### config.mk
export PLATFORM = sky130hd
export DESIGN_NAME = bp_update_ctrl
export DESIGN_NICKNAME = d
export VERILOG_FILES = /design/src/rtl/bp_update_ctrl.sv
export SDC_FILE = /design/constraint.sdc
export NUM_CORES = 1
export LEC_CHECK = 0
export CAP_MARGIN = 20
export CORE_MARGIN = 3
export CORE_UTILIZATION = 49
export DETAILED_ROUTE_END_ITERATION = 10
export MAX_ROUTING_LAYER = met4
export PLACE_DENSITY = 0.81
export SKIP_LAST_GASP = 1
export SYNTH_ARGS = -nofsm -noshare
export SYNTH_HDL_FRONTEND = slang
export SYNTH_SLANG_ARGS = --single-unit
### constraint.sdc
create_clock -name clk -period 2.62 [get_ports clk]
set_input_delay 0.524 -clock clk [delete_from_list [all_inputs] [get_ports clk]]
set_output_delay 0.524 -clock clk [all_outputs]
set_load 0.02 [all_outputs]
### src/rtl/bp_update_ctrl.sv
// -----------------------------------------------------------------------------
// bp_update_ctrl
//   Sole write-port controller for the fetch-stage branch predictor tables
//   (gshare BHT of 2-bit counters plus a BTB of targets with valid bits).
//   After reset or a flush it sweeps every table entry to its initial value.
//   Once the tables are valid, it queues branch-resolution updates from the
//   BEU in a small FIFO and drains one per cycle. Each BHT update is a
//   saturating read-modify-write that uses the combinational table read port.
//
// Ports
//   clk, reset_n     clock; synchronous active-low reset
//   flush_req        drop queued updates and restart the init sweep
//   upd_*            update request channel (valid/ready handshake)
//   wr_stall         table port busy this cycle, so nothing drains
//   bht_we/idx/wdata BHT write port; bht_idx also addresses the read port
//   bht_rdata        combinational BHT read data at bht_idx
//   btb_we/idx/wdata BTB write port; btb_valid_wdata is the valid bit
//   pred_enable      1 when the tables hold valid contents
//   fifo_count       number of queued updates
// -----------------------------------------------------------------------------
module bp_update_ctrl #(
    parameter int         IDX_W      = 5,
    parameter int         FIFO_DEPTH = 4,
    parameter logic [1:0] BHT_INIT   = 2'b11
) (
    input  logic                            clk,
    input  logic                            reset_n,
    input  logic                            flush_req,
    input  logic                            upd_valid,
    output logic                            upd_ready,
    input  logic [IDX_W-1:0]                upd_bht_idx,
    input  logic                            upd_taken,
    input  logic                            upd_btb_write,
    input  logic [IDX_W-1:0]                upd_btb_idx,
    input  logic [31:0]                     upd_target,
    input  logic                            wr_stall,
    output logic                            bht_we,
    output logic [IDX_W-1:0]                bht_idx,
    input  logic [1:0]                      bht_rdata,
    output logic [1:0]                      bht_wdata,
    output logic                            btb_we,
    output logic [IDX_W-1:0]                btb_idx,
    output logic [31:0]                     btb_wdata,
    output logic                            btb_valid_wdata,
    output logic                            pred_enable,
    output logic [$clog2(FIFO_DEPTH+1)-1:0] fifo_count
);

    localparam int PTR_W = $clog2(FIFO_DEPTH);
    localparam int CNT_W = $clog2(FIFO_DEPTH+1);

    typedef struct packed {
        logic [IDX_W-1:0] bht_idx;
        logic             taken;
        logic             btb_write;
        logic [IDX_W-1:0] btb_idx;
        logic [31:0]      target;
    } upd_t;

    typedef enum logic {
        ST_INIT,
        ST_RUN
    } state_t;

    state_t           state, state_next;
    logic [IDX_W-1:0] cnt, cnt_next;
    logic             pred_q;

    upd_t             fifo_mem [FIFO_DEPTH];
    logic [PTR_W-1:0] rd_ptr, wr_ptr;
    logic [CNT_W-1:0] count;
    logic             full, empty, push, pop;
    upd_t             head;
    logic [1:0]       bht_next;

    assign full  = (count == CNT_W'(FIFO_DEPTH));
    assign empty = (count == '0);
    assign head  = fifo_mem[rd_ptr];
    assign push  = upd_valid && upd_ready;

    // Saturating 2-bit counter step on the value currently in the table.
    always_comb begin
        bht_next = bht_rdata;
        if (head.taken) begin
            if (bht_rdata != 2'b11) bht_next = bht_rdata + 2'b01;
        end else begin
            if (bht_rdata != 2'b00) bht_next = bht_rdata - 2'b01;
        end
    end

    // ------------------------------------------------------------------
    // Sweep/run state register
    // ------------------------------------------------------------------
    always_ff @(posedge clk) begin
        if (!reset_n) begin
            state  <= ST_INIT;
            cnt    <= '0;
            pred_q <= 1'b0;
        end else begin
            state  <= state_next;
            cnt    <= cnt_next;
            // Registered decode, so pred_enable is high exactly while in RUN.
            pred_q <= (state_next == ST_RUN);
        end
    end

    // ------------------------------------------------------------------
    // Next state and write-port outputs. Outputs are forced to zero while
    // reset is asserted, because the synchronous reset has not yet taken
    // effect on the first reset cycle.
    // ------------------------------------------------------------------
    always_comb begin
        state_next      = state;
        cnt_next        = cnt;
        upd_ready       = 1'b0;
        pop             = 1'b0;
        bht_we          = 1'b0;
        bht_idx         = '0;
        bht_wdata       = '0;
        btb_we          = 1'b0;
        btb_idx         = '0;
        btb_wdata       = '0;
        btb_valid_wdata = 1'b0;

        if (!reset_n) begin
            state_next = ST_INIT;
            cnt_next   = '0;
        end else if (flush_req) begin
            // A flush takes priority in every state: no writes this cycle,
            // and the sweep restarts from index 0.
            state_next = ST_INIT;
            cnt_next   = '0;
        end else begin
            case (state)
                ST_INIT: begin
                    // wr_stall is ignored; the sweep owns the port.
                    bht_we    = 1'b1;
                    bht_idx   = cnt;
                    bht_wdata = BHT_INIT;
                    btb_we    = 1'b1;
                    btb_idx   = cnt;
                    cnt_next  = cnt + IDX_W'(1);
                    if (cnt == '1) state_next = ST_RUN;
                end
                ST_RUN: begin
                    // No pop-through when full: ready depends only on the
                    // registered occupancy.
                    upd_ready = !full;
                    if (!empty && !wr_stall) begin
                        pop       = 1'b1;
                        bht_we    = 1'b1;
                        bht_idx   = head.bht_idx;
                        bht_wdata = bht_next;
                        if (head.btb_write) begin
                            btb_we          = 1'b1;
                            btb_idx         = head.btb_idx;
                            btb_wdata       = head.target;
                            btb_valid_wdata = 1'b1;
                        end
                    end
                end
                default: begin
                    state_next = ST_INIT;
                    cnt_next   = '0;
                end
            endcase
        end
    end

    // ------------------------------------------------------------------
    // Update FIFO. FIFO_DEPTH is a power of two, so pointers wrap freely.
    // ------------------------------------------------------------------
    always_ff @(posedge clk) begin
        if (!reset_n || flush_req) begin
            rd_ptr <= '0;
            wr_ptr <= '0;
            count  <= '0;
        end else begin
            if (push) wr_ptr <= wr_ptr + PTR_W'(1);
            if (pop)  rd_ptr <= rd_ptr + PTR_W'(1);
            case ({push, pop})
                2'b10:   count <= count + CNT_W'(1);
                2'b01:   count <= count - CNT_W'(1);
                default: count <= count;
            endcase
        end
    end

    // Storage has no reset; occupancy is tracked by count and pointers.
    always_ff @(posedge clk) begin
        if (push) begin
            fifo_mem[wr_ptr] <= '{bht_idx:   upd_bht_idx,
                                   taken:     upd_taken,
                                   btb_write: upd_btb_write,
                                   btb_idx:   upd_btb_idx,
                                   target:    upd_target};
        end
    end

    assign pred_enable = reset_n && pred_q;
    assign fifo_count  = reset_n ? count : '0;

endmodule
==> flow_metrics.py <==
metrics = {
    "global_routing": {
        "grt_pass1_vias": 4496,
        "grt_max_degree": 25,
        "grt_overflow": 0,
        "antenna_found_initial": 1,
        "grt_use_total_pct": 20.2,
        "grt_pass1_wl_mm": 24.5,
    },
    "die": {
        "pin_count": 103,
        "die-height_um": 131,
        "die-area_um2": 17100,
        "die_x_um": 131,
        "core_area_um2": 14900,
        "rows": 44,
        "start_util_pct": 51.2,
    },
    "logic_synthesis": {
        "ys_ff_latch": 191,
        "ys.flop_type": "edfxtp_1",
        "yosysUniqueCellTypes": 40,
        "synth_area_leaders": "edfxtp_1 69%, mux4_2 13%, dfxtp_1 3.9%, nor2b_1 3.0%, ha_1 1.2%",
        "synth_common_cells": "176 x edfxtp_1, 44 x mux4_2, 37 x nor2b_1, 15 x dfxtp_1",
        "yosys.area.top_type": "edfxtp_1",
        "synth_edf_count": 176,
        "avgSynthCellArea_um2": 19.1,
        "synth-async-reset-ratio_pct": 0,
        "synthCells": 399,
        "ys_warn_count": 0,
        "yosysMostFrequentCell": "edfxtp_1",
        "synth_nets": 458,
        "syn_area_um2": 7600,
        "netlist.area_leader.share_pct": 69.5,
        "ys_seq_area_share_pct": 73.4,
    },
    "timing": {
        "slew_headroom_pct": 76.7,
        "setup_ws_ps": 23.8,
        "min_period_ps": 2600,
        "hold_violations": 0,
        "setup_viol": 0,
        "setup_tns_ps": 0,
        "worst_pin_slew_ps": 348,
        "rsz0062_at_grt": "true",
        "slew_viol_final": 0,
        "fin_crit_sh_pct": 99.1,
        "fmax_mhz": 385,
        "finalClockSkew_ps": 8.03,
    },
    "power": {
        "leakage_nw": 3.30,
        "power_density_nw_per_um2": 612,
        "peakVddDrop_uv": 480,
        "fin_total_pwr_mw": 5.98,
    },
    "route": {
        "post_drt_wl_per_cell_um": 21.2,
        "drt_wl_total_mm": 15.8,
        "vias": 4179,
        "drtIter0Drc": 265,
        "ant_nets": 0,
        "vias_per_cell": 5.59,
        "drc": 0,
        "drtPass1Iterations": 4,
    },
    "critical_path": {
        "required_ps": 2100,
        "endpoint_kind": "primary output",
        "cpMaxStageDelayCell": "mux4_2",
        "crit_path_cell_trace": "buf_4 > mux4_2 > a32o_1 > dlygate4sd2_1",
        "critPathMaxStageDelay_ps": 520,
        "crit_fanout": 5,
        "crit_buf_inv": 2,
        "cp_top_family": "multiplexers",
        "critical_path_class": "reg2out",
        "critPathArrivalTime_ps": 2070,
        "crit_path_start_kind": "flip-flop",
    },
    "placement": {
        "dp.cells": 697,
        "dp_slack_ps": -393,
        "dpl_cell_area_um2": 9160,
        "hpwl_mm": 9.85,
        "gp_congestion": 0.845,
        "io_buffers": 102,
    },
    "clock_tree": {
        "path_clk_slew_ps": 60,
        "clk_latency_ps": 420,
        "cts.sinks": 191,
        "cts-htree-levels": 4,
        "root_buffer": "clkbuf_16",
        "cts_tree": "built",
        "clock_path_buffers": 2,
        "numCtsBuffers": 17,
    },
    "final_layout": {
        "fillers": 1024,
        "stdcell_count": 747,
        "postLayoutCellArea_um2": 9760,
        "fin_nets": 608,
        "area_growth_pct": 28.4,
        "drive_above_1_share_pct": 31.1,
    },
    "run_status": {
        "status": "finished clean",
    },
    "worst_hold_path": {
        "hold_path_class": "reg2reg",
    },
    "flow_run": {
        "maxCapViolations": 0,
    },
}
## repair_timing
item | in CTS | in global routing
resized for setup | 151 | 33
hold buffers | 0 | 0
pin swaps | 1 | 2
setup endpoints to repair | 48 | 44
setup buffers | 9 | 10
gates cloned | 3 | 0
## logic make-up after synthesis
group	after synthesis	share of synthesized area, %
mux	46	13.3
flops	191	73.4
compound gates	28	2.22
xor+xnor	4	0.461
buf+inv	30	1.99
simple gates	92	7.17
fa+ha+maj	8	1.41
## power by group
part	leakage [nW]	total, mW	switching [mW]	internal (mW)
logic	1.31	0.150	0.0651	0.0848
clock network	0.282	2.50	1.03	1.48
registers	1.70	3.32	0.00183	3.32
total	3.30	5.98	1.09	4.88
## per-stage QoR
| stage | util [%] | hold slack (ps) |
|---|---|---|
| floorplan | - | 453 |
| global placement | 61.6 | 458 |
| detailed placement | 61.6 | 489 |
| CTS | 66.1 | 499 |
| global route | 65.7 | 516 |
| finish | 65.7 | 501 |
## layer usage
| metal | share of wire (%) | GRT usage (%) | routed length (um) | up-vias |
|---|---|---|---|---|
| li1 | - | - | - | 1879 |
| met1 | 43 | 26.2 | 6770 | 2154 |
| met2 | 50 | 31.9 | 7990 | 128 |
| met3 | 5.5 | 5.24 | 865 | 18 |
| met4 | 1.4 | 6.17 | 216 | 0 |
| met5 | 0 | - | 0 | - |
## cell usage in the layout (no fill, tap or decap), types with 4 or more instances in the layout
cell type / count
nor2b_1: 33
ha_1: 7
dfxtp_1: 13
nand2b_1: 6
nand3_1: 6
nand2_1: 6
buf_4: 32
and2_2: 4
buf_6: 4
inv_1: 9
and2_1: 4
buf_12: 16
buf_2: 29
clkinv_1: 6
clkbuf_16: 17
dlygate4sd2_1: 8
a21oi_1: 12
clkbuf_2: 7
o22ai_1: 4
clkinv_2: 4
nor2_1: 12
edfxtp_1: 176
o21ai_0: 4
clkdlybuf4s50_1: 54
mux4_2: 44
## worst min-delay path, delay by kind of cell (launching register included)
kind            cells  cell delay [ps]
compound gates      2              130
flops               1              310
## cell type report
cell class	instances	area, um^2	share of cell area [%]
sequential	191	5590	57.3
antenna	1	2.50	0.0256
timing repair buffer	151	1420	14.6
inverter	10	37.5	0.384
clock buffer	17	425	4.36
clock inverter	15	149	1.52
tap	184	230	2.36
multi-input combinational	178	1900	19.5
## registers in the layout, indices dropped and copies added (netlist names), named ones only
register and flops:
count 3, pred_q 1, cnt 5, wr_ptr 2, rd_ptr 2, fifo_mem 176
## path summary, 6_finish.rpt
check / startpoint / end / slack (ps) / cells after the start
max reg2reg: count[0] / count[2] / 360 / 8
min reg2reg: rd_ptr[1] / flip-flop / 500 / 2
max: flip-flop / btb_idx[0] / 20 / 4
min: rd_ptr[1] / flip-flop / 500 / 2
No activity file was read; power rests on OpenSTA's default activity.
